$ cat src/rtl/ms_dbg_pkg.sv
// Shared encodings for the debug/loader memory arbiter: FSM states,
// bus widths and the {WrEn, RdEn} field layout.
package ms_dbg_pkg;

  localparam int unsigned CAddrW = 29;
  localparam int unsigned CDataW = 64;

  localparam int unsigned CWrBit = 1;
  localparam int unsigned CRdBit = 0;

  typedef enum logic [1:0] {
    ST_IDLE  = 2'd0,
    ST_ISSUE = 2'd1,
    ST_WAIT  = 2'd2,
    ST_DONE  = 2'd3
  } ms_arb_state_e;

  // A well-formed request asks for exactly one of write or read.
  function automatic logic f_wrrden_ok(input logic [1:0] wrrden);
    return wrrden[CWrBit] ^ wrrden[CRdBit];
  endfunction

endpackage

$ cat src/rtl/ms_rr_arb2.sv
// Two-requester round-robin selector; the side served last loses a tie.
// Bit 0 is the debug unit (U), bit 1 the loader (L).
module ms_rr_arb2 (
  input  logic       i_clk,
  input  logic       i_rst,
  input  logic       i_en,
  input  logic [1:0] i_req,
  input  logic       i_upd,
  input  logic       i_last_l,
  output logic [1:0] o_gnt
);

  logic r_ptr_l;

  // Preference pointer: set to L after U was served, back to U after L.
  always_ff @(posedge i_clk) begin
    if (i_rst) begin
      r_ptr_l <= 1'b0;
    end else if (i_en && i_upd) begin
      r_ptr_l <= ~i_last_l;
    end
  end

  // One-hot grant from the current requests and the preference pointer.
  always_comb begin
    o_gnt = 2'b00;
    case (i_req)
      2'b01:   o_gnt = 2'b01;
      2'b10:   o_gnt = 2'b10;
      2'b11:   o_gnt = r_ptr_l ? 2'b10 : 2'b01;
      default: o_gnt = 2'b00;
    endcase
  end

endmodule

$ cat src/rtl/ms_dbg_mem_arb.sv
// Shares one 64-bit memory port between the debug unit (U) and the loader (L):
// one beat in flight, locked bursts capped by a fairness count, ack timeout.
module ms_dbg_mem_arb
  import ms_dbg_pkg::*;
#(
  parameter int unsigned CTimeoutLen = 8,
  parameter int unsigned CFairHold   = 4
) (
  input  logic              i_AClkH,
  input  logic              i_AResetH,
  input  logic              i_AClkHEn,
  input  logic              i_AReqU,
  input  logic              i_AReqL,
  input  logic              i_ALockU,
  input  logic              i_ALockL,
  input  logic [CAddrW-1:0] i_AAddrU,
  input  logic [CAddrW-1:0] i_AAddrL,
  input  logic [CDataW-1:0] i_AMosiU,
  input  logic [CDataW-1:0] i_AMosiL,
  input  logic [1:0]        i_AWrRdEnU,
  input  logic [1:0]        i_AWrRdEnL,
  output logic              o_AGntU,
  output logic              o_AGntL,
  output logic              o_AAckU,
  output logic              o_AAckL,
  output logic              o_AErrU,
  output logic              o_AErrL,
  output logic [CDataW-1:0] o_AMisoR,
  output logic              o_AMemAccess,
  output logic [CAddrW-1:0] o_AMemAddr,
  output logic [CDataW-1:0] o_AMemMosi,
  output logic [1:0]        o_AMemWrRdEn,
  input  logic [CDataW-1:0] i_AMemMiso,
  input  logic              i_AMemAck
);

  localparam int unsigned CHoldW = $clog2(CFairHold + 1);
  localparam logic [CHoldW-1:0]      CHoldMax = CHoldW'(CFairHold);
  localparam logic [CHoldW-1:0]      CHoldOne = CHoldW'(1);
  localparam logic [CTimeoutLen-1:0] CToLast  = {CTimeoutLen{1'b1}};

  ms_arb_state_e           r_state, w_state_nxt;
  logic                    r_owner_l, w_owner_l_nxt;
  logic                    r_gnt_u, w_gnt_u_nxt, r_gnt_l, w_gnt_l_nxt;
  logic                    r_ack_u, w_ack_u_nxt, r_ack_l, w_ack_l_nxt;
  logic                    r_err_u, w_err_u_nxt, r_err_l, w_err_l_nxt;
  logic [CDataW-1:0]       r_miso, w_miso_nxt;
  logic                    r_access, w_access_nxt;
  logic [CAddrW-1:0]       r_addr, w_addr_nxt;
  logic [CDataW-1:0]       r_mosi, w_mosi_nxt;
  logic [1:0]              r_wrrden, w_wrrden_nxt;
  logic [CHoldW-1:0]       r_hold, w_hold_nxt, w_hold_inc;
  logic [CTimeoutLen-1:0]  r_to, w_to_nxt, w_to_inc;

  logic              w_req_u, w_req_l, w_ptr_upd, w_sel_l;
  logic [1:0]        w_arb_gnt;
  logic              w_own_req, w_own_lock, w_oth_req;
  logic [CAddrW-1:0] w_sel_addr;
  logic [CDataW-1:0] w_sel_mosi;
  logic [1:0]        w_sel_wrrden;

  // Malformed {WrEn, RdEn} codes are never arbitrated.
  assign w_req_u = i_AReqU & f_wrrden_ok(i_AWrRdEnU);
  assign w_req_l = i_AReqL & f_wrrden_ok(i_AWrRdEnL);

  assign w_to_inc   = r_to + 1'b1;
  assign w_hold_inc = (r_hold == CHoldMax) ? CHoldMax : r_hold + 1'b1;

  ms_rr_arb2 u_rr (
    .i_clk    (i_AClkH),
    .i_rst    (i_AResetH),
    .i_en     (i_AClkHEn),
    .i_req    ({w_req_l, w_req_u}),
    .i_upd    (w_ptr_upd),
    .i_last_l (r_owner_l),
    .o_gnt    (w_arb_gnt)
  );

  // Requester mux: the arbiter's choice while idle, the current owner otherwise.
  always_comb begin
    w_sel_l = (r_state == ST_IDLE) ? w_arb_gnt[1] : r_owner_l;
    if (w_sel_l) begin
      w_sel_addr   = i_AAddrL;
      w_sel_mosi   = i_AMosiL;
      w_sel_wrrden = i_AWrRdEnL;
      w_own_req    = w_req_l;
      w_own_lock   = i_ALockL;
      w_oth_req    = w_req_u;
    end else begin
      w_sel_addr   = i_AAddrU;
      w_sel_mosi   = i_AMosiU;
      w_sel_wrrden = i_AWrRdEnU;
      w_own_req    = w_req_u;
      w_own_lock   = i_ALockU;
      w_oth_req    = w_req_l;
    end
  end

  // Next-state and next-output logic for the beat sequencer.
  always_comb begin
    w_state_nxt   = r_state;
    w_owner_l_nxt = r_owner_l;
    w_gnt_u_nxt   = r_gnt_u;
    w_gnt_l_nxt   = r_gnt_l;
    w_ack_u_nxt   = 1'b0;
    w_ack_l_nxt   = 1'b0;
    w_err_u_nxt   = 1'b0;
    w_err_l_nxt   = 1'b0;
    w_miso_nxt    = r_miso;
    w_access_nxt  = 1'b0;
    w_addr_nxt    = {CAddrW{1'b0}};
    w_mosi_nxt    = {CDataW{1'b0}};
    w_wrrden_nxt  = 2'b00;
    w_hold_nxt    = r_hold;
    w_to_nxt      = r_to;
    w_ptr_upd     = 1'b0;
    case (r_state)
      ST_IDLE: begin
        if (w_arb_gnt != 2'b00) begin
          w_state_nxt   = ST_ISSUE;
          w_owner_l_nxt = w_arb_gnt[1];
          w_gnt_u_nxt   = w_arb_gnt[0];
          w_gnt_l_nxt   = w_arb_gnt[1];
          w_access_nxt  = 1'b1;
          w_addr_nxt    = w_sel_addr;
          w_mosi_nxt    = w_sel_mosi;
          w_wrrden_nxt  = w_sel_wrrden;
          w_hold_nxt    = CHoldOne;
        end else begin
          w_gnt_u_nxt = 1'b0;
          w_gnt_l_nxt = 1'b0;
        end
      end
      ST_ISSUE, ST_WAIT: begin
        if (i_AMemAck) begin
          w_state_nxt = ST_DONE;
          w_ack_u_nxt = ~r_owner_l;
          w_ack_l_nxt = r_owner_l;
          w_miso_nxt  = i_AMemMiso;
        end else if (r_state == ST_ISSUE) begin
          w_state_nxt  = ST_WAIT;
          w_access_nxt = 1'b1;
          w_addr_nxt   = r_addr;
          w_mosi_nxt   = r_mosi;
          w_to_nxt     = {CTimeoutLen{1'b0}};
        end else if (w_to_inc == CToLast) begin
          // Memory never answered: abort the beat and hand the bus back.
          w_state_nxt = ST_IDLE;
          w_err_u_nxt = ~r_owner_l;
          w_err_l_nxt = r_owner_l;
          w_gnt_u_nxt = 1'b0;
          w_gnt_l_nxt = 1'b0;
          w_ptr_upd   = 1'b1;
          w_hold_nxt  = {CHoldW{1'b0}};
        end else begin
          w_to_nxt     = w_to_inc;
          w_access_nxt = 1'b1;
          w_addr_nxt   = r_addr;
          w_mosi_nxt   = r_mosi;
        end
      end
      ST_DONE: begin
        if (w_own_lock && w_own_req && ((r_hold < CHoldMax) || !w_oth_req)) begin
          w_state_nxt  = ST_ISSUE;
          w_access_nxt = 1'b1;
          w_addr_nxt   = w_sel_addr;
          w_mosi_nxt   = w_sel_mosi;
          w_wrrden_nxt = w_sel_wrrden;
          w_hold_nxt   = w_hold_inc;
        end else begin
          w_state_nxt = ST_IDLE;
          w_gnt_u_nxt = 1'b0;
          w_gnt_l_nxt = 1'b0;
          w_ptr_upd   = 1'b1;
          w_hold_nxt  = {CHoldW{1'b0}};
        end
      end
      default: begin
        w_state_nxt = ST_IDLE;
        w_gnt_u_nxt = 1'b0;
        w_gnt_l_nxt = 1'b0;
      end
    endcase
  end

  // State and output registers; reset wins over the clock enable.
  always_ff @(posedge i_AClkH) begin
    if (i_AResetH) begin
      r_state   <= ST_IDLE;
      r_owner_l <= 1'b0;
      r_gnt_u   <= 1'b0;
      r_gnt_l   <= 1'b0;
      r_ack_u   <= 1'b0;
      r_ack_l   <= 1'b0;
      r_err_u   <= 1'b0;
      r_err_l   <= 1'b0;
      r_miso    <= {CDataW{1'b0}};
      r_access  <= 1'b0;
      r_addr    <= {CAddrW{1'b0}};
      r_mosi    <= {CDataW{1'b0}};
      r_wrrden  <= 2'b00;
      r_hold    <= {CHoldW{1'b0}};
      r_to      <= {CTimeoutLen{1'b0}};
    end else if (i_AClkHEn) begin
      r_state   <= w_state_nxt;
      r_owner_l <= w_owner_l_nxt;
      r_gnt_u   <= w_gnt_u_nxt;
      r_gnt_l   <= w_gnt_l_nxt;
      r_ack_u   <= w_ack_u_nxt;
      r_ack_l   <= w_ack_l_nxt;
      r_err_u   <= w_err_u_nxt;
      r_err_l   <= w_err_l_nxt;
      r_miso    <= w_miso_nxt;
      r_access  <= w_access_nxt;
      r_addr    <= w_addr_nxt;
      r_mosi    <= w_mosi_nxt;
      r_wrrden  <= w_wrrden_nxt;
      r_hold    <= w_hold_nxt;
      r_to      <= w_to_nxt;
    end
  end

  assign o_AGntU      = r_gnt_u;
  assign o_AGntL      = r_gnt_l;
  assign o_AAckU      = r_ack_u;
  assign o_AAckL      = r_ack_l;
  assign o_AErrU      = r_err_u;
  assign o_AErrL      = r_err_l;
  assign o_AMisoR     = r_miso;
  assign o_AMemAccess = r_access;
  assign o_AMemAddr   = r_addr;
  assign o_AMemMosi   = r_mosi;
  assign o_AMemWrRdEn = r_wrrden;

endmodule

$ cat config.mk
export PLATFORM = sky130hd
export DESIGN_NAME = ms_dbg_mem_arb
export DESIGN_NICKNAME = d
export VERILOG_FILES = /design/src/rtl/ms_dbg_pkg.sv /design/src/rtl/ms_rr_arb2.sv /design/src/rtl/ms_dbg_mem_arb.sv
export SDC_FILE = /design/constraint.sdc
export NUM_CORES = 1
export LEC_CHECK = 0
export ABC_CLOCK_PERIOD_IN_PS = 6450
export CORE_AREA = 2 2 168 170
export DETAILED_ROUTE_END_ITERATION = 10
export DIE_AREA = 0 0 170 172
export PLACE_DENSITY = 0.66
export SYNTH_ARGS = -nofsm -noshare
export SYNTH_HDL_FRONTEND = slang
export SYNTH_SLANG_ARGS = --single-unit
$ cat constraint.sdc
create_clock -name i_AClkH -period 6.45 [get_ports i_AClkH]
set_input_delay 0.645 -clock i_AClkH [delete_from_list [all_inputs] [get_ports i_AClkH]]
set_output_delay 0.645 -clock i_AClkH [all_outputs]
set_load 0.1 [all_outputs]
### After elaboration in Yosys (flattened, before gate mapping)

Cells that the tools add are included.

| operators by class | value |
|---|---|
| add/subtract/negate cells | 2 |
| $mul | 0 |
| div/mod/pow operators | 0 |
| $lt $le $gt $ge | 1 |
| equal/unequal tests | 17 |
| shifts and indexed selects | 0 |
| multiplexer cells | 70 |
| bitwise operators | 6 |
| reductions and logical operators | 15 |

Operator list:

| kind | number |
|---|---|
| $mux W64 | 6 |
| $pmux W64 S3 | 1 |
| $mux W29 | 6 |
| $pmux W29 S3 | 1 |
| $mux W1 | 32 |
| $mux W3 | 6 |
| $mux W2 | 8 |
| $mux W8 | 2 |
| $pmux W2 S3 | 2 |
| $reduce_and A3 Y1 | 4 |
| $ne A2 B2 Y1 const B | 5 |
| $reduce_and A5 Y1 | 2 |
| $pmux W1 S3 | 3 |
| $pmux W3 S3 | 1 |
| $add A8 B1 Y8 const B | 1 |
| $eq A2 B2 Y1 const B | 4 |
| $eq A8 B8 Y1 const B | 1 |
| $ne A3 B3 Y1 const B | 2 |
| $eq A2 B1 Y1 const B | 2 |
| $ne A4 B4 Y1 const B | 1 |
| $pmux W2 S2 | 1 |
| $reduce_and A4 Y1 | 1 |
| $add A3 B1 Y3 const B | 1 |
| $eq A3 B3 Y1 const B | 1 |
| 12 further kinds | 17 |

| word-level totals | value |
|---|---|
| register bits | 181 |
| bits in latches | 0 |
| RAM bits | 0 |
| memory bits (read-only) | 0 |
| bits of input ports | 262 |
| output and inout port bits | 166 |
| word-level logic and storage cells | 127 |
| memories kept | 0 |

### Depth between registers and ports, before layout

Gate-level depths: netlist (run 1).

| logic depth | value |
|---|---|
| depth after elaboration | 12 |
| gate-level depth with buffers | 10 |
| mapped depth without buffers | 8 |

### Cells and area by module

Synthesis (run 1) repeated with hierarchy kept, for this count alone.

| second synthesis, totals | value |
|---|---|
| cell total of the unflattened synthesis | 886 |
| area total of the unflattened synthesis | 7,727.4 um2 |

Modules (own cells, without submodules):

| module | times used | cells an instance | area an instance (um2) | sequential area each (um2) |
|---|---|---|---|---|
| ms_dbg_mem_arb | 1 | 880 | 7,674.9 | 3,603.5 |
| ms_rr_arb2 | 1 | 6 | 52.6 | 20.0 |

### Least setup slack after synthesis (run 1)

Ideal clock, no wire load.

| path | value |
|---|---|
| path kind | register to register |
| start point | reg r_to[1] |
| end point | reg r_addr[0] (netlist: o_AMemAddr[0]) |
| setup time | 0.068 ns |
| data arrival time | 2.577 ns |
| required time | 6.382 ns |
| setup slack | 3.805 ns |
| cell stages (with the launch flop) | 11 |
| path buffers | 3 |
| clock period less this slack | 2.645 ns |
| cells stage by stage | dfxtp_1 > ha_1 > buf_4 > nand3_4 > or3_1 > a2111o_1 > a31oi_1 > or3b_1 > buf_6 > buf_6 > o2bb2ai_2 |

| on the way | value |
|---|---|
| cells in the longest elaborated chain, start to end | 4 |

Ends and longest elaborated chain:

| what | RTL line | RTL |
|---|---|---|
| start, declared | ms_dbg_mem_arb.sv:53 | `logic [CTimeoutLen-1:0] r_to, w_to_nxt, w_to_inc;` |
| start signal, assigned | ms_dbg_mem_arb.sv:203 | `r_to <= {CTimeoutLen{1'b0}};` |
| start signal, assigned | ms_dbg_mem_arb.sv:219 | `r_to <= w_to_nxt;` |
| $add A8 B1 Y8 | ms_dbg_mem_arb.sv:66 | `assign w_to_inc = r_to + 1'b1;` |
| $eq A8 B8 Y1 | ms_dbg_mem_arb.sv:146 | `end else if (w_to_inc == CToLast) begin` |
| $ne A3 B3 Y1 (no source line) | n/a |  |
| $reduce_and A3 Y1 (no source line) | n/a |  |
| end signal, assigned | ms_dbg_mem_arb.sv:199 | `r_addr <= {CAddrW{1'b0}};` |
| end signal, assigned | ms_dbg_mem_arb.sv:215 | `r_addr <= w_addr_nxt;` |
| end, declared | ms_dbg_mem_arb.sv:49 | `logic [CAddrW-1:0] r_addr, w_addr_nxt;` |

No other way between the ends.
A chain may end at the register's enable or synchronous reset.

### Final worst setup path (run 1)

| path | value |
|---|---|
| start point | reg r_to[1] |
| end point | reg r_mosi[45] (netlist: o_AMemMosi[45]) |

| on the way | value |
|---|---|
| cells in the longest elaborated chain, start to end | 4 |

Ends and longest elaborated chain:

| what | RTL line | RTL |
|---|---|---|
| $add A8 B1 Y8 | ms_dbg_mem_arb.sv:66 |  |
| $eq A8 B8 Y1 | ms_dbg_mem_arb.sv:146 |  |
| $ne A3 B3 Y1 (no source line) | n/a |  |
| $reduce_and A3 Y1 (no source line) | n/a |  |
| end signal, assigned | ms_dbg_mem_arb.sv:200 | `r_mosi <= {CDataW{1'b0}};` |
| end signal, assigned | ms_dbg_mem_arb.sv:216 | `r_mosi <= w_mosi_nxt;` |
| end, declared | ms_dbg_mem_arb.sv:50 | `logic [CDataW-1:0] r_mosi, w_mosi_nxt;` |

No other way between the ends.

==> Flow_metrics.wiki, run 1 <==
{| class="wikitable"
! Metric !! Value
|-
| Post-synth top area share || 0.457
|-
| Initial antenna violation count || 1
|-
| Syn Std Cell Area || 7920 um2
|-
| Largest net degree at the start of global routing || 96
|-
| Full die area || 29200 um2
|-
| Crit Path Max Fanout || 39
|-
| Sequential share of power || 0.358
|-
| Signal arrival time at the worst endpoint || 3.83 ns
|-
| Layout cell share with drive strength beyond 1 || 0.0999
|-
| Port buffer count || 427
|-
| Initial cell density of the core || 0.288
|-
| Leak pwr || 4.51 nW
|-
| CTS tree || done
|-
| Overflow left after global routing || 0
|-
| Post-synthesis cell type with the largest combined area || sky130_fd_sc_hd__dfxtp_1
|-
| Number of global-route vias before repair || 7031
|-
| Path type of the worst setup path || register to register
|-
| Crit path buf inv count || 1
|-
| Count of routing violations after the opening detailed-route iteration || 300
|-
| Sw power || 1.16 mW
|-
| Average routed wire per standard cell || 17.8 um
|-
| Most used flip-flop cell after synthesis || sky130_fd_sc_hd__dfxtp_1
|-
| Reported max-cap violation count || 0
|-
| Fraction of the yosys area taken by sequential cells || 0.457
|-
| Setup tns final || 0 ns
|-
| Cell types with the highest counts after synthesis || sky130_fd_sc_hd__dfxtp_1 (181), sky130_fd_sc_hd__nand2_1 (145), sky130_fd_sc_hd__mux2i_1 (97)
|-
| Proportion of power drawn by combinational gates || 0.288
|-
| Cells along the critical path || ha_1, nand3_4, or3_1, a2111o_1, a31oi_1, or3b_4, buf_4, o2bb2ai_1
|-
| Total clock buffers created by CTS || 17
|-
| Final number of hold-violating endpoints || 0
|-
| Post-Synthesis Net Count || 1049
|-
| Via total after detailed routing || 7184
|-
| Switching power as a share of total power || 0.340
|-
| Area of the core || 27500 um2
|-
| Result of the run || finished, final reports clean
|-
| Final min period || 3.49 ns
|-
| Library cells used by synthesis || 54
|-
| Clock power share || 0.355
|-
| Achievable frequency || 287 MHz
|-
| Number of gates resized after CTS || 0
|-
| Number of nets in the layout || 1440
|-
| Data required, critical path || 6.80 ns
|-
| Count of final setup violators || 0
|-
| Cells taking the most area after synthesis || sky130_fd_sc_hd__dfxtp_1 (46%), sky130_fd_sc_hd__o2bb2ai_2 (13%), sky130_fd_sc_hd__mux2i_1 (12%)
|-
| Total setup buffers inserted after CTS || 0
|-
| Main combinational cell family by area after synthesis || compound AO/OA/AOI/OAI gates
|-
| Max-slew violations || 0
|-
| Post-synthesis share of cell area spent on xor and xnor gates || 0.00663
|-
| Utilization of the core after routing || 0.476
|-
| Post-synthesis simple-gate area fraction || 0.107
|-
| Floorplan die height || 172 um
|-
| Most common cell in the synthesized netlist || sky130_fd_sc_hd__dfxtp_1
|-
| Number of buffers inserted for hold repair after clock tree synthesis || 0
|-
| DRC violations left || 0
|-
| Clock Skew || 0.0117 ns
|-
| # H-tree levels || 4
|-
| Min-Delay Path Class || register to register
|-
| GP Congestion || 0.791
|-
| Remaining antenna violation count || 0
|-
| Compound-cell area share of the yosys netlist || 0.245
|-
| Kind of start point of the critical path || register
|-
| Per-cell via count in the routed design || 4.70
|-
| Num ports || 428
|-
| Transition time of the tightest slew-check pin || 1.11 ns
|-
| CTS clock-pin slew for the worst setup and hold paths || 0.07 ns
|-
| Portion of the clock cycle consumed by the worst path in the final layout || 0.540
|-
| Worst VDD drop || 0.000127 V
|-
| Largest stage delay, worst path || 0.62 ns
|-
| Clock Tree Root || sky130_fd_sc_hd__clkbuf_16
|-
| Detailed-routing iteration count for the pre-antenna-repair pass || 5
|-
| Kind of end point of the critical path || register
|-
| Routed Wire Length || 27200 um
|-
| Internal Power || 2.24 mW
|-
| Synth-to-layout area growth || 65.0%
|-
| Number of warnings reported in the yosys synthesis log || 0
|-
| Slowest cell on the critical path || sky130_fd_sc_hd__or3b_4
|-
| Number of synthesized flops with an enable pin || 0
|-
| Pwr Density || 260 nW/um2
|-
| Unrepaired setup endpoints after global routing || false
|-
| Cell row count || 61
|-
| Adder-Cell Fraction of Synth Area || 0.0126
|-
| Wire length of the first global-routing pass || 39700 um
|-
| Width of the die || 170 um
|-
| Max_slew headroom || 0.255
|-
| Sinks on the clock net || 181
|-
| Cells after Synth || 779
|-
| DPL Wire Length || 20400 um
|-
| Mux share of post-synthesis cell area || 0.125
|-
| Critical path's top delay family || compound AO/OA/AOI/OAI gates
|-
| Fraction of registers with async set or reset after synthesis || 0
|-
| Total Routing Usage GR || 0.178
|-
| Syn avg cell area || 10.2 um2
|-
| Buffer depth of the longest clock path || 2
|-
| Clock latency at the later pin of the worst-skew pair || 0.43 ns
|-
| Flops & latches, synth || 181
|}
power by group through the flow:
stage	Sequential [mW]	Combinational, mW	Clock, mW
finish	1.22	0.979	1.21
global route	1.22	1.02	1.28
CTS	1.22	0.987	1.24
global placement	1.24	0.982	0
detailed placement	1.24	0.985	0
floorplan	1.64	0.244	0
through the flow:
step / power (mW) / instance area [um2] / hold slack (ns) / std cells / setup WS (ns)
3_3_place_gp: 2.22 / 12400 / 0.441 / 1497 / 2.75
6_report: 3.40 / 13100 / 0.453 / 1528 / 2.96
4_1_cts: 3.45 / 13100 / 0.455 / 1527 / 2.94
3_5_place_dp: 2.23 / 12400 / 0.446 / 1497 / 2.66
5_1_grt: 3.53 / 13100 / 0.470 / 1527 / 2.75
2_1_floorplan: 1.89 / 7920 / 0.469 / 779 / 3.80
per-layer routing:
layer / part of all wire / vias to the layer above / GRT usage
li1: - / 3574 / -
met1: 0.40 / 3294 / 0.204
met2: 0.50 / 293 / 0.314
met3: 0.086 / 23 / 0.0593
met4: 0.016 / 0 / 0.0535
met5: 0 / - / 0
path summary, 6_finish.rpt:
| path | start | to | slack (ns) | cells after the start |
|---|---|---|---|---|
| max reg2reg | r_to[1] | o_AMemMosi[45] | 2.96 | 8 |
| min | o_AMisoR[4] | o_AMisoR[4] | 0.45 | 2 |
| min reg2reg | o_AMisoR[4] | o_AMisoR[4] | 0.45 | 2 |
| max | r_to[1] | o_AMemMosi[45] | 2.96 | 8 |
placed cells by master, fill, tap and decap left out, drive strengths merged, types with 3 or more instances in the layout:
| cell type | netlist | routed |
|---|---|---|
| nand2 | 145 | 145 |
| o22ai | 4 | 4 |
| xor2 | 3 | 3 |
| buf | 25 | 8 |
| dfxtp | 181 | 181 |
| nor3 | 7 | 7 |
| mux2i | 97 | 97 |
| a22oi | 3 | 3 |
| nor2 | 15 | 15 |
| clkdlybuf4s50 | 0 | 426 |
| a211oi | 3 | 3 |
| o31ai | 4 | 4 |
| ha | 8 | 8 |
| bufinv | 0 | 6 |
| a31oi | 5 | 5 |
| a21oi | 74 | 74 |
| inv | 15 | 20 |
| xnor2 | 3 | 3 |
| nand2b | 4 | 4 |
| nand3 | 8 | 8 |
| nand4 | 5 | 5 |
| o2bb2ai | 93 | 93 |
| o21ai | 6 | 6 |
| clkbuf | 37 | 17 |
cells by family after synthesis:
logic type / count (synthesis)
adder cells (fa/ha/maj): 8
multiplexers: 99
buffers and inverters: 77
AND/OR/NAND/NOR: 199
AO/OA/AOI/OAI: 209
flip-flops: 181
XOR/XNOR: 6
area by class of cell:
class                           count  area, um2
Clock buffer                       17        425
Multi-Input combinational cell    521       3970
Fill cell                        2621      14400
Sequential cell                   181       3620
Antenna cell                        1       2.50
Inverter                           15       56.3
Tap cell                          346        433
Clock inverter                     13        241
Timing Repair Buffer              434       4320
registers in the layout, indices dropped and copies added (netlist names):
| signal | cells |
|---|---|
| o_AAckL | 1 |
| o_AMemWrRdEn | 2 |
| r_to | 8 |
| o_AMemAddr | 29 |
| r_hold | 3 |
| o_AMemAccess | 1 |
| o_AGntU | 1 |
| r_state | 2 |
| o_AMemMosi | 64 |
| o_AErrU | 1 |
| o_AGntL | 1 |
| o_AErrL | 1 |
| o_AAckU | 1 |
| r_owner_l | 1 |
| u_rr.r_ptr_l | 1 |
| o_AMisoR | 64 |
worst min-delay path: cells and delay by family (launching register included):
family / cells / cell delay [ns]
compound gates: 1 / 0.05
flops: 1 / 0.31
simple gates: 1 / 0.05
Note: power is estimated with default switching activity, not from simulation.
==> inputs of run 2 (changes only) <==
ABC_CLOCK_PERIOD_IN_PS = 3500   (was 6450)
CORE_AREA = 2 2 164 166   (was 2 2 168 170)
DIE_AREA = 0 0 166 168   (was 0 0 170 172)
PLACE_DENSITY = 0.68   (was 0.66)
clock period = 3.5 ns   (was 6.45 ns; I/O delays follow)
==> run 2 against run 1 <==
Clock-buffer cell count up 1. Clock skew up 0.0027 ns. Non-clock buffer count up 12. Maximum frequency up 5.7%. Final area up 0.54%. Combinational power up 88%. Flip-flop and latch count unchanged. Global-route usage up 1.3 points. Total power up 77%. Sequential power up 84%. Critical endpoint is now o_AMemMosi[31].
==> Flow_metrics.wiki, run 2 (synthesis gave the netlist of run 1 again) <==
{| class="wikitable"
! Metric !! Value
|-
| Clock Tree Root || sky130_fd_sc_hd__clkbuf_16
|-
| Gr busiest metal || met2
|-
| DRC violations left || 0 (unchanged)
|-
| Clock latency at the later pin of the worst-skew pair || 0.43 ns (about the same)
|-
| Total Routing Usage GR || 0.191 (+0.0128)
|-
| Crit path buf inv count || 1 (unchanged)
|-
| Count of final setup violators || 0 (unchanged)
|-
| Path type of the worst setup path || register to register
|-
| Setup tns final || 0 ns (unchanged)
|-
| Overflow left after global routing || 0 (unchanged)
|-
| Largest net degree at the start of global routing || 81 (-16%)
|-
| Kind of end point of the critical path || register
|-
| Per-cell via count in the routed design || 4.79 (+2.0%)
|-
| Depth of the critical timing path with buffers and inverters included || 8 (unchanged)
|-
| Hold-critical path depth || 2 (unchanged)
|-
| Remaining antenna violation count || 0 (unchanged)
|-
| Number of gates resized after CTS || 0 (unchanged)
|-
| CTS tree || done
|-
| Cell row count || 60 (-1.6%)
|-
| Critical path's top delay family || simple AND/OR/NAND/NOR gates
|-
| Portion of the clock cycle consumed by the worst path in the final layout || 0.942 (+0.402)
|-
| Num ports || 428 (unchanged)
|-
| Wire length of the first global-routing pass || 41500 um (+4.4%)
|-
| # H-tree levels || 4 (unchanged)
|-
| Average routed wire per standard cell || 18.0 um (+1.3%)
|-
| Cells along the critical path || ha_1, nand3_4, or3_1, a2111o_1, a31oi_1, or3b_4, buf_12, o2bb2ai_1
|-
| Floorplan die height || 168 um (-2.3%)
|-
| Worst VDD drop || 0.000276 V (+120%)
|-
| Leak pwr || 4.57 nW (+1.3%)
|-
| Achievable frequency || 303 MHz (+5.7%)
|-
| Transition time of the tightest slew-check pin || 1.07 ns (-0.0417 ns)
|-
| Signal arrival time at the worst endpoint || 3.65 ns (-0.18 ns)
|-
| Port buffer count || 427 (unchanged)
|-
| Total clock buffers created by CTS || 17 (unchanged)
|-
| Number of global-route vias before repair || 7181 (+2.1%)
|-
| Number of buffers inserted for hold repair after clock tree synthesis || 0 (unchanged)
|-
| Width of the die || 166 um (-2.4%)
|-
| Diodes inserted || 0 (-1)
|-
| Met1 track demand over resource in global routing || 0.226 (+0.0222)
|-
| Met2 track utilization from global routing || 0.339 (+0.0247)
|-
| FF-to-FF setup slack || 0.20 ns (-2.76 ns)
|-
| Count of cells along the worst register-to-register path || 8 (unchanged)
|-
| Worst setup slack before clock tree synthesis || 0.230 ns (-2.43 ns)
|-
| Full die area || 27900 um2 (-4.6%)
|-
| Largest stage delay, worst path || 0.64 ns (+0.02 ns)
|-
| Count of routing violations after the opening detailed-route iteration || 427 (+42%)
|-
| Crit path launch || r_to[1]
|-
| Detailed-routing iteration count for the pre-antenna-repair pass || 4 (-1)
|-
| Final number of hold-violating endpoints || 0 (unchanged)
|-
| Crit Path Max Fanout || 35 (-10%)
|-
| Area of the core || 26400 um2 (-4.1%)
|-
| Most frequent cells in the layout || sky130_fd_sc_hd__clkdlybuf4s50_1 (425), sky130_fd_sc_hd__dfxtp_1 (181), sky130_fd_sc_hd__nand2_1 (145), sky130_fd_sc_hd__mux2i_1 (97), sky130_fd_sc_hd__a21oi_1 (73)
|-
| CTS clock-pin slew for the worst setup and hold paths || 0.08 ns (about the same)
|-
| Max-slew violations || 0 (unchanged)
|-
| Final min period || 3.30 ns (-0.188 ns)
|-
| Layout cell share with drive strength beyond 1 || 0.111 (+0.0114)
|-
| Initial cell density of the core || 0.301 (+0.0123)
|-
| Number of nets in the layout || 1452 (+0.83%)
|-
| Pwr Density || 458 nW/um2 (+76%)
|-
| Clock Skew || 0.0144 ns (+0.00266 ns)
|-
| Routed Wire Length || 27700 um (+1.9%)
|-
| GR Util met3 || 0.0562 (-0.00310)
|-
| Kind of start point of the critical path || register
|-
| Max_slew headroom || 0.282 (+0.0279)
|-
| GP Congestion || 0.808 (+2.0%)
|-
| Slowest cell on the critical path || sky130_fd_sc_hd__or3b_4
|-
| Sinks on the clock net || 181 (unchanged)
|-
| Total setup buffers inserted after CTS || 0 (unchanged)
|-
| Via total after detailed routing || 7363 (+2.5%)
|-
| Worst Setup Slack, final || 0.203 ns (-2.76 ns)
|-
| Most common cell after layout, fill and taps aside || sky130_fd_sc_hd__clkdlybuf4s50_1
|-
| Worst flop-to-flop path startpoint || r_to[1]
|-
| Buffer depth of the longest clock path || 2 (unchanged)
|-
| Unrepaired setup endpoints after global routing || false
|-
| Origin of the worst min-delay path || i_AResetH
|-
| Synth-to-layout area growth || 65.9%
|-
| Reported max-cap violation count || 0 (unchanged)
|-
| Initial antenna violation count || 1 (unchanged)
|-
| Result of the run || finished, final reports clean
|-
| Data required, critical path || 3.85 ns (-2.95 ns)
|-
| DPL Wire Length || 21300 um (+4.4%)
|-
| Min-Delay Path Class || input pin to register
|}
-- run 2: cell types whose count changed in the layout (fill, tap and decap cells not counted), moves of 2 or more --
cell / previous run / this run
sky130_fd_sc_hd__buf_12: 0 / 5
sky130_fd_sc_hd__clkinv_8: 0 / 4
sky130_fd_sc_hd__inv_8: 1 / 3
sky130_fd_sc_hd__buf_4: 7 / 15
sky130_fd_sc_hd__clkinvlp_4: 2 / 0
sky130_fd_sc_hd__bufinv_16: 6 / 0
-- run 2: layout make-up --
cell class                      count  area (um2)
Clock inverter                     14         156
Clock buffer                       18         439
Fill cell                        2432       13200
Tap cell                          341         427
Multi-Input combinational cell    521        3970
Timing Repair Buffer              446        4470
Inverter                           15        56.3
Sequential cell                   181        3620
-- run 2: final timing paths --
| path | endpoint |
|---|---|
| setup reg to reg | o_AMemMosi[31] |
| hold / removal | r_owner_l |
| setup / recovery | o_AMemMosi[31] |
| hold reg to reg | o_AMisoR[47] |
-- run 2: report_power, final --
part           switching [mW]  leakage [nW]  total (mW)  internal, mW
logic                    1.20          2.81        1.84         0.640
registers              0.0774          1.47        2.24          2.17
clock network           0.948         0.293        1.93         0.981
total                    2.23          4.57        6.01          3.79
-- run 2: worst register-to-register path, stage by stage (launching register included) --
cell	delay [ns]
sky130_fd_sc_hd__dfxtp_1	0.42
sky130_fd_sc_hd__ha_1	0.37
sky130_fd_sc_hd__nand3_4	0.13
sky130_fd_sc_hd__or3_1	0.33
sky130_fd_sc_hd__a2111o_1	0.52
sky130_fd_sc_hd__a31oi_1	0.35
sky130_fd_sc_hd__or3b_4	0.64
sky130_fd_sc_hd__buf_12	0.31
sky130_fd_sc_hd__o2bb2ai_1	0.16
-- run 2: metal layers --
metal / wire length (um) / part of all wire
met4: 364 / 0.013
met5: 17 / 0.00061
met3: 1920 / 0.069
met1: 11500 / 0.41
met2: 13900 / 0.50
-- run 2: per-stage QoR --
stage	total power [mW]	cells	hold WS [ns]	utilization	cell area (um2)
floorplan	3.47	779	0.469	-	7920
global placement	4.13	1504	0.441	0.476	12500
detailed placement	4.14	1504	0.446	0.476	12500
CTS	6.08	1536	0.210	0.499	13100
global route	6.24	1536	0.232	0.499	13100
finish	6.01	1536	0.234	0.499	13100
==> RTL change 1, RTL diff (settings of run 2) <==
Make the reset (`i_AResetH` and `i_rst`) asynchronous in 2 clocked blocks.
--- a/src/rtl/ms_rr_arb2.sv
+++ b/src/rtl/ms_rr_arb2.sv
@@ -13,7 +13,7 @@
   logic r_ptr_l;
 
   // Preference pointer: set to L after U was served, back to U after L.
-  always_ff @(posedge i_clk) begin
+  always_ff @(posedge i_clk or posedge i_rst) begin
     if (i_rst) begin
       r_ptr_l <= 1'b0;
     end else if (i_en && i_upd) begin
--- a/src/rtl/ms_dbg_mem_arb.sv
+++ b/src/rtl/ms_dbg_mem_arb.sv
@@ -184,7 +184,7 @@
   end
 
   // State and output registers; reset wins over the clock enable.
-  always_ff @(posedge i_AClkH) begin
+  always_ff @(posedge i_AClkH or posedge i_AResetH) begin
     if (i_AResetH) begin
       r_state   <= ST_IDLE;
       r_owner_l <= 1'b0;
Behaviour: differs if i_AResetH is asserted again (counterexample within 4 cycles, from zero or initial values and one cycle with i_AResetH high); with i_AResetH held inactive, the same outputs for 4 cycles.
==> RTL change 1 against run 2 <==
  * Area after synthesis increased by 23%
  * Setup slack improved by 0.74 ns
  * Final area increased by 14%
  * Synthesized cell count increased by 20%
  * Wire length increased by 12%
  * Sequential cell count unchanged
  * Count of clock-buffer cells in the layout decreased by 1
  * Die area unchanged
  * Worst hold slack improved by 0.23 ns
  * Critical path depth increased by 1
  * Maximum frequency increased by 29%
  * Critical endpoint is now o_AMemMosi[63]$_DFFE_PP0P_
  * Highest routed layer is now met4
Power is not shown: default switching activity piles up to over one toggle a cycle in this logic, so the estimate is an artifact.
==> RTL change 1: results (changes against run 2) <==
Timing
  – Min Hold Slack: 0.464 ns (was 0.234 ns)
  – Clock Skew: 0.0187 ns (was 0.0144 ns)
  – F_max: 391 MHz (was 303 MHz)
  – Slew margin rel.: 0.277 (was 0.282)

Worst setup path
  – CP arrival: 2.91 ns (was 3.65 ns)
  – R2R depth: 9 (was 8)
  – Crit-path max FO: 74 (was 35)
  – Slowest cell on the critical path: a32oi_4 (was or3b_4)
  – Delay-heaviest family, CP: buffers and inverters (was simple AND/OR/NAND/NOR gates)
  – Worst r2r dst: o_AMemMosi[63]$_DFFE_PP0P_ (was o_AMemMosi[31]$_SDFFE_PP0P_)
  – Reg2Reg Setup Slack: 0.94 ns (was 0.20 ns)
  – Slowest stage delay, CP: 0.39 ns (was 0.64 ns)

Yosys
  – Post-synthesis compound-gate area fraction: 0.173 (was 0.245)
  – Avg Cell Area, Syn: 10.4 um2 (was 10.2 um2)
  – Mux cell area share after synthesis: 0.179 (was 0.125)
  – Post-synth cell types: 53 (was 54)
  – Largest cells by area after synthesis: dfrtp_1 46%, mux2i_1 10%, mux2_2 7.5% (was dfxtp_1 46%, o2bb2ai_2 13%, mux2i_1 12%)
  – Syn_nets: 1208 (was 1049)
  – Synth Area in Adders: 0.0102 (was 0.0126)
  – Synth Area in XOR/XNOR: 0.00423 (was 0.00663)

Global route
  – Met1 Track Usage GR: 0.273 (was 0.226)
  – First-pass GRT wire length: 48000 um (was 41500 um)
  – Largest net degree at the start of global routing: 133 (was 81)
  – GRT Util Overall: 0.217 (was 0.191)
  – Vias in the first global route: 8368 (was 7181)

Layout
  – Nets: 1592 (was 1452)
  – Filler Cell Count: 2326 (was 2432)

Route
  – Metal3 WL: 2180 um (was 1920 um)
  – Met1 wire length: 13100 um (was 11500 um)
  – DR vias/cell: 5.12 (was 4.79)
  – Number of iterations in the first detailed-routing pass: 5 (was 4)
  – Top layer in use: met4 (was met5)
  – Met2 WL post-DR: 15100 um (was 13900 um)

Place
  – Global placement routability congestion: 0.820 (was 0.808)
  – Area post-placement: 14400 um2 (was 12500 um2)
  – DP Wirelength: 21800 um (was 21300 um)
  – DP Worst Slack: 0.800 ns (was 0.230 ns)

Run status
  – Outcome: finished clean (unchanged)

Worst hold path
  – HP Class: in -> async (was in -> reg)
## RTL change 1: cell count changes after synthesis, moves of 9 or more
cell | run 2 | this run
nand2_1 | 145 | 10
dfrtp_1 | 0 | 181
buf_2 | 7 | 18
dfxtp_1 | 181 | 0
o2bb2ai_2 | 70 | 0
clkbuf_1 | 37 | 52
o22ai_1 | 4 | 95
a21oi_1 | 74 | 5
mux2_2 | 2 | 65
inv_1 | 15 | 109
o21ai_0 | 6 | 15
a21boi_0 | 0 | 85
and3_1 | 2 | 96
o2bb2ai_1 | 23 | 2
## RTL change 1: layout make-up
| class | instances | area share |
|---|---|---|
| timing repair buffer | 445 | 0.300 |
| clock buffer | 17 | 0.0284 |
| antenna | 1 | 0.000167 |
| tap | 341 | 0.0284 |
| sequential | 181 | 0.302 |
| inverter | 110 | 0.0278 |
| clock inverter | 15 | 0.0143 |
| multi-input combinational | 567 | 0.299 |
==> RTL change 2, RTL diff (flow settings as in run 2) <==
Made on the original files. `CFairHold`: 4 -> 8.
--- a/src/rtl/ms_dbg_mem_arb.sv
+++ b/src/rtl/ms_dbg_mem_arb.sv
@@ -4,7 +4,7 @@
   import ms_dbg_pkg::*;
 #(
   parameter int unsigned CTimeoutLen = 8,
-  parameter int unsigned CFairHold   = 4
+  parameter int unsigned CFairHold   = 8
 ) (
   input  logic              i_AClkH,
   input  logic              i_AResetH,
Behaviour: same outputs for any inputs over 4 cycles, from zero or initial values and one cycle with i_AResetH high; that may be too few to reach the edited logic, so the function may still have changed.
==> RTL change 2 against run 2 <==
  * Wire length is 0.90% lower
  * Area after synthesis is 1.8% lower
  * Non-clock buffer count down 3
  * Clock skew down 0.0013 ns
  * Final cell count grew 1.6%
  * Sequential cell count is 1 higher
  * Core utilization decreased by 0.84 points
  * Total power is 4.9% lower
  * Final area shrank 1.7%
  * Setup slack improved by 0.29 ns
==> RTL change 2: results (changes against run 2) <==
Run status
  – Outcome: finished clean (unchanged)

Worst setup path
  – Delay-heaviest family, CP: compound AO/OA/AOI/OAI gates (was simple AND/OR/NAND/NOR gates)
  – Slowest stage delay, CP: 0.59 ns (was 0.64 ns)
  – Crit-path max FO: 92 (was 35)
  – Slowest cell on the critical path: a2111o_1 (was or3b_4)

Route
  – 1st-iter DRT viols: 451 (was 427)
  – Metal3 WL: 1340 um (was 1920 um)
  – Met2 WL post-DR: 14100 um (was 13900 um)
  – DRT Wirelength: 27400 um (was 27700 um)
  – Met1 wire length: 11300 um (was 11500 um)
  – Top layer in use: met4 (was met5)
  – DR vias/cell: 4.77 (was 4.79)

Yosys
  – Syn_nets: 1077 (was 1049)
  – Top cells by count, synth: 182 x dfxtp_1, 150 x nand2_1, 95 x mux2i_1 (was 181 x dfxtp_1, 145 x nand2_1, 97 x mux2i_1)
  – Largest cells by area after synthesis: dfxtp_1 47%, mux2i_1 12%, o2bb2ai_1 8.1% (was dfxtp_1 46%, o2bb2ai_2 13%, mux2i_1 12%)
  – Avg Cell Area, Syn: 9.64 um2 (was 10.2 um2)
  – Post-synth cell types: 58 (was 54)
  – Sequential area share after synthesis: 0.468 (was 0.457)

Global route
  – First-pass GRT wire length: 41400 um (was 41500 um)
  – Met3 usage: 0.0463 (was 0.0562)
  – GRT Util Overall: 0.187 (was 0.191)
  – Met2 global-route usage: 0.338 (was 0.339)
  – Met1 Track Usage GR: 0.216 (was 0.226)
  – Vias in the first global route: 7199 (was 7181)
  – Largest net degree at the start of global routing: 93 (was 81)

Layout
  – Fraction of area in multi-input gates: 0.292 (was 0.302)
  – Multi-input gates: 545 (was 521)
  – Finished Core Util: 0.490 (was 0.499)
  – Invs w/o clock: 16 (was 15)
  – Clock-cell share of area: 0.0443 (was 0.0453)
  – Filler Cell Count: 2472 (was 2432)
  – Clkbuf count: 19 (was 18)
  – Share of cells above drive strength 1: 0.0624 (was 0.111)
  – Nets: 1475 (was 1452)
  – Signal buffers: 443 (was 446)
  – Sequential Area: 3640 um2 (was 3620 um2)
  – Final non-clock buffer share: 0.344 (was 0.340)

Timing
  – Clock Skew: 0.0130 ns (was 0.0144 ns)
  – Slew margin rel.: 0.272 (was 0.282)

Power and ir drop
  – Cell Int Power: 0.00376 W (was 0.00379 W)
  – Clk pwr share: 0.330 (was 0.321)
  – Flop pwr share: 0.387 (was 0.373)
  – LEAKAGE: 4.92 nW (was 4.57 nW)

CTS
  – Post-CTS setup buffers: 0 (unchanged)
  – Clock sinks: 182 (was 181)

Worst hold path
  – HP Class: in -> reg (unchanged)

Place
  – Area post-placement: 12300 um2 (was 12500 um2)
  – Global placement routability congestion: 0.826 (was 0.808)
  – DP Wirelength: 20800 um (was 21300 um)
RTL change 2: worst paths after layout:
path                                   from                           to  slack (ns)  cells past startpoint
setup / recovery       r_to[1]$_SDFFE_PP0P_  o_AMemMosi[25]$_SDFFE_PP0P_        0.50                      8
hold / removal                    i_AResetH       r_hold[1]$_SDFFE_PP0P_        0.31                      2
setup reg to reg       r_to[1]$_SDFFE_PP0P_  o_AMemMosi[25]$_SDFFE_PP0P_        0.50                      8
hold reg to reg   o_AMisoR[18]$_SDFFE_PP0P_    o_AMisoR[18]$_SDFFE_PP0P_        0.45                      2
RTL change 2: kinds of logic (layout without fill, tap and decap cells):
logic type | after synthesis | count (layout) | share of synthesized area
AO/OA/AOI/OAI | 227 | 227 | 0.224
flip-flops | 182 | 182 | 0.468
other | 0 | 2 | 0
XOR/XNOR | 4 | 4 | 0.00450
AND/OR/NAND/NOR | 211 | 211 | 0.116
multiplexers | 95 | 95 | 0.122
buffers and inverters | 80 | 491 | 0.0516
adder cells (fa/ha/maj) | 8 | 8 | 0.0129
